[src/rtl/pcm_mm_arbiter.sv]
// pcm_mm_arbiter: lets four CPU ports share one single-port PCM memory over an
// Avalon-MM master port. New requests are detected by comparing each port
// against the snapshot taken at its last grant, and pending ports are granted
// round-robin.
// Optional build macro: PCM_MM_SNOOP_EN. When defined, a completed in-range
// write re-queues every other CPU whose last access was a read of that address.
module pcm_mm_arbiter #(
    parameter int MEM_AW       = 11,
    parameter int READ_LATENCY = 1
) (
    input  logic              clk,
    input  logic              reset,
    input  logic              init,
    input  logic              cpu0_write,
    input  logic [19:0]       cpu0_addr,
    input  logic [15:0]       cpu0_data_in,
    output logic              cpu0_ready,
    output logic [15:0]       cpu0_data_out,
    input  logic              cpu1_write,
    input  logic [19:0]       cpu1_addr,
    input  logic [15:0]       cpu1_data_in,
    output logic              cpu1_ready,
    output logic [15:0]       cpu1_data_out,
    input  logic              cpu2_write,
    input  logic [19:0]       cpu2_addr,
    input  logic [15:0]       cpu2_data_in,
    output logic              cpu2_ready,
    output logic [15:0]       cpu2_data_out,
    input  logic              cpu3_write,
    input  logic [19:0]       cpu3_addr,
    input  logic [15:0]       cpu3_data_in,
    output logic              cpu3_ready,
    output logic [15:0]       cpu3_data_out,
    output logic [MEM_AW-1:0] pcm_mem_mm_address,
    output logic              pcm_mem_mm_chipselect,
    output logic              pcm_mem_mm_clken,
    output logic              pcm_mem_mm_write,
    input  logic [15:0]       pcm_mem_mm_readdata,
    output logic [15:0]       pcm_mem_mm_writedata,
    output logic [1:0]        pcm_mem_mm_byteenable
);

    // state  | meaning
    // S_IDLE | no transfer; grant the next pending CPU from the pointer
    // S_ISSUE| drive address/strobes for one cycle
    // S_WAIT | read in flight, count down the memory read latency
    // S_DONE | capture read data, retire or re-queue the granted CPU
    typedef enum logic [1:0] {S_IDLE, S_ISSUE, S_WAIT, S_DONE} state_t;

    localparam logic [1:0] LAT_INIT = 2'(READ_LATENCY - 1);

    state_t            state;
    logic [3:0][19:0]  req_addr;
    logic [3:0][15:0]  req_data;
    logic [3:0]        req_write;
    logic [3:0][19:0]  last_addr;
    logic [3:0][15:0]  last_data;
    logic [3:0]        last_write;
    logic [3:0][15:0]  dout;
    logic [3:0]        pending;
    logic [3:0]        pend_nxt;
    logic [3:0]        ready_q;
    logic [3:0]        new_req;
    logic [1:0]        ptr;
    logic [1:0]        gnt;
    logic [1:0]        pick_idx;
    logic              pick_valid;
    logic [1:0]        lat_cnt;
    logic              redo;
    logic              cur_oor;

    function automatic logic addr_oor(input logic [19:0] a);
        return (a >> MEM_AW) != 20'd0;
    endfunction

    assign req_addr  = {cpu3_addr, cpu2_addr, cpu1_addr, cpu0_addr};
    assign req_data  = {cpu3_data_in, cpu2_data_in, cpu1_data_in, cpu0_data_in};
    assign req_write = {cpu3_write, cpu2_write, cpu1_write, cpu0_write};

    assign cpu0_ready    = ready_q[0];
    assign cpu1_ready    = ready_q[1];
    assign cpu2_ready    = ready_q[2];
    assign cpu3_ready    = ready_q[3];
    assign cpu0_data_out = dout[0];
    assign cpu1_data_out = dout[1];
    assign cpu2_data_out = dout[2];
    assign cpu3_data_out = dout[3];

    assign pcm_mem_mm_byteenable = 2'b11;
    assign pcm_mem_mm_clken      = 1'b1;

    assign cur_oor = addr_oor(last_addr[gnt]);

    // A port has a new request whenever it differs from its last granted snapshot.
    always_comb begin
        new_req = '0;
        for (int i = 0; i < 4; i++) begin
            new_req[i] = (req_addr[i] != last_addr[i]) ||
                         (req_write[i] != last_write[i]) ||
                         (req_write[i] && (req_data[i] != last_data[i]));
        end
    end

    // Round-robin search: first pending port starting at the pointer.
    always_comb begin
        pick_valid = 1'b0;
        pick_idx   = ptr;
        for (int i = 0; i < 4; i++) begin
            if (!pick_valid && pending[ptr + 2'(i)]) begin
                pick_valid = 1'b1;
                pick_idx   = ptr + 2'(i);
            end
        end
    end

    // Next pending bits: set by detection or init, retired by the DONE state.
    always_comb begin
        pend_nxt = pending | new_req;
        if (init) begin
            pend_nxt = 4'hF;
        end
        if (state == S_DONE) begin
            // The granted port stays pending if it changed or init hit mid-transfer.
            pend_nxt[gnt] = new_req[gnt] | init | redo;
`ifdef PCM_MM_SNOOP_EN
            if (last_write[gnt] && !cur_oor) begin
                for (int i = 0; i < 4; i++) begin
                    if ((2'(i) != gnt) && !last_write[i] && (last_addr[i] == last_addr[gnt])) begin
                        pend_nxt[i] = 1'b1;
                    end
                end
            end
`endif
        end
    end

    // Arbiter FSM, snapshots, ready flags and registered memory-side outputs.
    always_ff @(posedge clk or negedge reset) begin
        if (!reset) begin
            state                 <= S_IDLE;
            pending               <= '0;
            ready_q               <= '0;
            last_addr             <= '0;
            last_data             <= '0;
            last_write            <= '0;
            dout                  <= '0;
            ptr                   <= '0;
            gnt                   <= '0;
            lat_cnt               <= '0;
            redo                  <= 1'b0;
            pcm_mem_mm_address    <= '0;
            pcm_mem_mm_chipselect <= 1'b0;
            pcm_mem_mm_write      <= 1'b0;
            pcm_mem_mm_writedata  <= '0;
        end else begin
            pending <= pend_nxt;
            ready_q <= ~pend_nxt;
            if (init) begin
                redo <= 1'b1;
            end
            case (state)
                S_IDLE: begin
                    if (pick_valid) begin
                        gnt                  <= pick_idx;
                        ptr                  <= pick_idx + 2'd1;
                        last_addr[pick_idx]  <= req_addr[pick_idx];
                        last_data[pick_idx]  <= req_data[pick_idx];
                        last_write[pick_idx] <= req_write[pick_idx];
                        redo                 <= init;
                        // Out-of-range requests never touch the memory.
                        state <= addr_oor(req_addr[pick_idx]) ? S_DONE : S_ISSUE;
                    end
                end
                S_ISSUE: begin
                    pcm_mem_mm_address    <= last_addr[gnt][MEM_AW-1:0];
                    pcm_mem_mm_chipselect <= 1'b1;
                    if (last_write[gnt]) begin
                        pcm_mem_mm_write     <= 1'b1;
                        pcm_mem_mm_writedata <= last_data[gnt];
                        state                <= S_DONE;
                    end else begin
                        lat_cnt <= LAT_INIT;
                        state   <= S_WAIT;
                    end
                end
                S_WAIT: begin
                    pcm_mem_mm_chipselect <= 1'b0;
                    if (lat_cnt == 2'd0) begin
                        state <= S_DONE;
                    end else begin
                        lat_cnt <= lat_cnt - 2'd1;
                    end
                end
                S_DONE: begin
                    pcm_mem_mm_chipselect <= 1'b0;
                    pcm_mem_mm_write      <= 1'b0;
                    if (!last_write[gnt]) begin
                        dout[gnt] <= cur_oor ? 16'h0000 : pcm_mem_mm_readdata;
                    end
                    state <= S_IDLE;
                end
                default: state <= S_IDLE;
            endcase
        end
    end

endmodule

[config.mk]
export PLATFORM = sky130hd
export DESIGN_NAME = pcm_mm_arbiter
export DESIGN_NICKNAME = d
export VERILOG_FILES = /design/src/rtl/pcm_mm_arbiter.sv
export SDC_FILE = /design/constraint.sdc
export NUM_CORES = 1
export LEC_CHECK = 0
export BUFFER_PORTS_ARGS = -buffer_cell sky130_fd_sc_hd__clkbuf_2
export CAP_MARGIN = 20
export CORE_MARGIN = 8
export CORE_UTILIZATION = 45
export DETAILED_ROUTE_END_ITERATION = 10
export PLACE_DENSITY = 0.67
export SYNTH_ARGS = -nofsm -noshare
export SYNTH_HDL_FRONTEND = slang
export SYNTH_SLANG_ARGS = --single-unit
[constraint.sdc]
create_clock -name clk -period 7.45 [get_ports clk]
set_clock_uncertainty 0.15 [all_clocks]
set_input_delay 1.1175 -clock clk [delete_from_list [all_inputs] [get_ports clk]]
set_output_delay 1.1175 -clock clk [all_outputs]
set_load 0.02 [all_outputs]
=== Word-level counts from Yosys, hierarchy flattened ===
Cells that the tools add are included.

* Div/mod/pow operators: 0
* Order comparisons: 8
* Bitwise gates (word level): 5
* Add/sub/neg operators: 5
* Reductions and logical operators: 34
* Equality and inequality tests: 20
* Shift-type cells: 0
* Multiply operators: 0
* Muxes and demuxes: 61

{| class="wikitable"
|+ Operators with widths
! kind !! number
|-
| 64-bit bitwise mux || 2
|-
| 20-bit binary-select mux with 2-bit select || 2
|-
| 80-bit bitwise mux || 1
|-
| 16-bit 2-to-1 mux || 5
|-
| 20-bit inequality test || 4
|-
| 16-bit binary-select mux with 2-bit select || 2
|-
| 16-bit demux with 2-bit select || 2
|-
| 16-bit inequality test || 4
|-
| 20-bit 2-to-1 mux || 3
|-
| 20-bit demux with 2-bit select || 1
|-
| 20-bit nonzero test || 2
|-
| 2-bit by 3-bit less-than comparator with 1-bit output, second input constant || 6
|-
| 1-bit 2-to-1 mux || 18
|-
| 2-bit 2-to-1 mux || 8
|-
| 1-bit binary-select mux with 2-bit select || 7
|-
| 2-bit inequality test, second input constant || 5
|-
| 2-bit AND reduction || 5
|-
| 1-bit logical AND || 9
|-
| 4-bit bitwise mux || 2
|-
| 1-bit logical OR || 8
|-
| 4-bit 2-to-1 mux || 2
|-
| 2-bit one-hot mux with 4 select lines || 1
|-
| 2-bit nonzero test || 3
|-
| 2-bit by 1-bit adder with 2-bit output, second input constant || 2
|-
| 17 further kinds || 29
|}

* Memories kept: 0
* Input bits: 167
* Output and inout bits: 100
* Logic and storage cells: 157
* Latch bits: 0
* RAM bits: 0
* Memory bits (read-only): 0
* Flip-flop bits (word level): 258

=== Depth between registers and ports, before layout ===
* Depth after elaboration: 18
* Depth in mapped cells: 11
* Gate-level depth less buffers: 8

=== Worst setup path after synthesis ===
Ideal clock, no wire load.

* Path kind: reg2reg
* Start point: reg ptr[0]
* End point: reg last_addr[15] in the netlist's numbering
* Path buffers: 4
* Arrival time: 2.628 ns
* Path slack: 4.577 ns
* Required time: 7.205 ns
* Cell stages (with the launch flop): 11
* Cells stage by stage: dfrtp_1 > nor2b_1 > a2bb2oi_1 > o221ai_1 > dlymetal6s2s_1 > clkbuf_1 > buf_1 > ha_1 > nand2_1 > clkbuf_1 > o31ai_1

* Cells in the longest elaborated chain, start to end: 17
* Elaborated cells between the ends (all ways): 33

{| class="wikitable"
|+ RTL lines
! item !! line !! source
|-
| from (decl) || 64 || <nowiki>logic [1:0] ptr;</nowiki>
|-
| from (signal assigned) || 165 || <nowiki>ptr <= pick_idx + 2'd1;</nowiki>
|-
| branches (longest 17 deep; another with 2-bit by 3-bit less-than comparator with 1-bit output) || n/a ||
|-
| to (signal, indexed assignment) || 166 || <nowiki>last_addr[pick_idx] <= req_addr[pick_idx];</nowiki>
|-
| to (decl) || 56 || <nowiki>logic [3:0][19:0] last_addr;</nowiki>
|}

Several ways; the timed one is not identified. The select of a mux whose other input is x is not followed.
A chain may end at the register's enable or synchronous reset.

=== Worst setup path after layout ===
* Start point: reg pending[0]
* End point: reg last_addr[38] in the netlist's numbering

* Cells in the longest elaborated chain, start to end: 17
* Elaborated cells between the ends (all ways): 30

{| class="wikitable"
|+ RTL lines
! item !! line !! source
|-
| from (decl) || 60 || <nowiki>logic [3:0] pending;</nowiki>
|-
| from (signal assigned) || 156 || <nowiki>pending <= pend_nxt;</nowiki>
|-
| 1-bit binary-select mux with 2-bit select || 109 || <nowiki>if (!pick_valid && pending[ptr + 2'(i)]) begin</nowiki>
|-
| 1-bit 2-to-1 mux (implied by the code) || 109 ||
|-
| 1-bit 2-to-1 mux || 109 ||
|-
| 1-bit logical NOT || 109 ||
|-
| 1-bit logical AND || 109 ||
|-
| 1-bit 2-to-1 mux || 109 ||
|-
| 1-bit logical NOT || 109 ||
|-
| 1-bit logical AND || 109 ||
|-
| 1-bit 2-to-1 mux || 109 ||
|-
| 1-bit logical NOT || 109 ||
|-
| 1-bit logical AND || 109 ||
|-
| 2-bit 2-to-1 mux || 109 ||
|-
| 2-bit by 3-bit less-than comparator with 1-bit output (implied by the code) or 2-bit by 1-bit >= comparator with 1-bit output (tied branches) || 166 ||
|-
| 1-bit logical AND (implied by the code) || 166 ||
|-
| 20-bit 2-to-1 mux (implied by the code) || 166 ||
|-
| 20-bit demux with 2-bit select || 166 ||
|-
| 80-bit bitwise mux || 166 ||
|}

Several ways; a longest one is shown, not always the timed one. The select of a mux whose other input is x is not followed.

==> impl_metrics.yaml <==
place:
  postPlaceCellArea_um2: 14700
  gp_congestion: 0.963
  dpl.hpwl_um: 30200
  port_buffers: 263
clock_tree:
  clkTransAtPathRegs_ps: 60
  cts_buffers: 29
  ctsHoldBuffers: 0
  clockBufferDepth: 3
  root_buffer: "clkbuf_16"
  tritoncts: "done"
  cts_max_level: 1
  cts-resized-gates: 0
  cts.sinks: 258
  clkLatencyLatePin_ps: 560
  postCtsSetupBuffers: 0
yosys:
  syn_area_um2: 13100
  syn-mean-instance-area_um2: 9.55
  synth_area_leaders: "dfrtp_1 49%, nand2_1 8.5%, o21ai_0 7.8%, xnor2_1 5.3%, mux4_2 4.8%"
  synthDistinctLibCells: 55
  synth.ff_latch_count: 258
  ys.flop_type: "dfrtp_1"
  synth_async_sr_flop_share_pct: 100
  synth_top_area_share_pct: 49.3
  yosysMostFrequentCell: "nand2_1"
  yosys_warnings: 0
  synth_edf_count: 0
  synth-seq-area-share_pct: 49.3
  synthTopCellsByCount: "298 x nand2_1, 258 x dfrtp_1, 204 x o21ai_0"
  synth_top_cell_by_area: "dfrtp_1"
  synth_cells: 1372
global_routing:
  track_usage_pct: 23.4
  grt_pass1_wl_um: 65400
  grt_pass1_vias: 11480
  grt_overflow: 0
  grt_max_degree: 117
  antenna_found_initial: 0
critical_path:
  startpoint_type: "register"
  cp.arrival_ps: 5020
  path_max_fanout: 77
  end_kind: "register"
  crit_slowest_cell: "or2_4"
  critPathKind: "register to register"
  crit_required_ps: 7740
  cp_num_buf_inv: 2
  cpPeakStageDelay_ps: 920
  crit_family: "simple AND/OR/NAND/NOR gates"
  path_cells: "nor2b_2, a2111oi_4, or2_4, inv_2, ha_1, nand2_2, buf_4, mux2_2"
finish:
  multiInputGateArea_um2: 6300
  finalNetCount: 1778
  syn2layout_area_growth_pct: 20.0
  seq_area_um2: 6460
  drive_gt1_share_pct: 25.1
  n_antenna_cell: 0
  num-fill-cells: 2622
  final_area_um2: 15700
timing:
  final_hold_viol_count: 0
  drv_slew: 0
  max_freq_mhz: 211
  timing.final.crit_share_pct: 63.5
  slew_headroom_pct: 29.8
  worst_pin_slew_ps: 1050
  period_needed_ps: 4730
  finalSetupViolations: 0
  grt_setup_unrepaired: "no"
  setup_tns_ps: 0
floorplan:
  die_width_um: 187
  fp.dieH_um: 187
  die_area_um2: 34800
  coreArea_um2: 28700
  rows: 62
  start_util_pct: 45.7
  ios: 267
detailed_routing:
  wl_um: 41500
  num_vias: 11017
  drt_iter0_drc: 805
  wire_per_inst_um: 20.7
  route.detailed.drc: 0
  viasPerCell: 5.49
  antenna_left: 0
  first_pass_iters: 8
flow_run:
  maxCapViolations: 0
outcome:
  status: "finished clean"
worst_hold_path:
  hold_path.class: "register to register"
power:
  vdd_drop_max_mv: 0.254
  p_leak_uw: 0.00735
  power_density_nw_per_um2: 476
==> report_power, final <==
part           switching, µW  internal, µW
sequential               594          2080
clock                    577           910
combinational           2040          1290
==> tightest hold or removal path, cell delays in order, from the launching register on <==
cell and delay [ps]:
dfrtp_1 340, nand2_1 50, o21ai_0 60
==> area by class of cell <==
class                   count  share of cell area, %
clock buffers              38                   5.21
clock inverters            16                   1.19
inverters                  14                  0.334
multi-input cells        1023                   40.1
flip-flops and latches    258                   41.1
well taps                 384                   3.06
repair buffers            275                   9.09
==> layout by cell type, fill, tap and decap left out, types with 4 or more instances in the layout <==
master / count
nand2_1: 294
a41oi_1: 4
a21oi_1: 5
dfrtp_1: 257
o21ai_1: 28
nand2b_1: 4
o31ai_1: 9
mux4_2: 28
buf_4: 11
nor2_1: 95
nand4_1: 17
mux2_2: 39
nand2_2: 4
bufinv_16: 4
clkbuf_16: 29
clkbuf_2: 262
inv_1: 12
nand3_1: 43
clkbuf_8: 6
mux2i_1: 12
ha_1: 10
nor4_1: 23
nor3b_1: 4
nor3_1: 13
xor2_1: 64
xnor2_1: 80
clkinv_2: 10
o21ai_0: 204
==> state kept, by name (all words and copies together) (netlist names) <==
register / cells
ready_q: 4
gnt: 2
last_data: 64
pcm_mem_mm_writedata: 16
last_write: 4
ptr: 2
pcm_mem_mm_write: 1
cpu1_data_out: 16
pending: 4
last_addr: 80
cpu2_data_out: 16
cpu3_data_out: 16
cpu0_data_out: 16
pcm_mem_mm_chipselect: 1
lat_cnt: 2
state: 2
redo: 1
pcm_mem_mm_address: 11
==> stage by stage <==
step	worst slack [ps]	instances	total power, µW	utilization, %	hold WS (ps)
6_report	2720	2008	7480	54.8	328
5_1_grt	2440	2008	8000	54.8	356
4_1_cts	2790	2008	7500	54.8	334
3_5_place_dp	2800	1954	5990	51.3	320
3_3_place_gp	2590	1953	5890	51.2	310
2_1_floorplan	4580	1374	4820	-	333
==> cell families (layout without fill, tap and decap cells) <==
| kind of cell | count (synthesis) | after routing | synth area share (%) |
|---|---|---|---|
| AO/OA/AOI/OAI | 273 | 273 | 11.4 |
| XOR/XNOR | 144 | 144 | 9.62 |
| adder cells (fa/ha/maj) | 10 | 10 | 0.955 |
| buffers and inverters | 93 | 343 | 2.92 |
| flip-flops | 258 | 258 | 49.3 |
| multiplexers | 79 | 79 | 9.08 |
| other | 1 | 3 | 0.0286 |
| AND/OR/NAND/NOR | 514 | 514 | 16.7 |
==> routing by layer <==
layer  part of all wire, %  track usage (%)
met5                     0                0
met2                    45             36.3
met1                    43             31.1
met4                   4.2             9.74
met3                   7.7             5.31
==> worst paths after layout <==
path	from	endpoint	slack (ps)	cells past startpoint
min in group asynchronous	reset	cpu0_data_out[0]$_DFFE_PN0P_	510	1
worst max register to register	pending[0]$_DFF_PN0_	last_addr[38]$_DFFE_PN0P_	2720	8
max in group asynchronous	reset	last_data[30]$_DFFE_PN0P_	5050	2
worst max-delay path	pending[0]$_DFF_PN0_	last_addr[38]$_DFFE_PN0P_	2720	8
worst min-delay path	cpu0_data_out[3]$_DFFE_PN0P_	cpu0_data_out[3]$_DFFE_PN0P_	330	2
worst min register to register	cpu0_data_out[3]$_DFFE_PN0P_	cpu0_data_out[3]$_DFFE_PN0P_	330	2
Note: power is estimated with default switching activity, not from simulation.
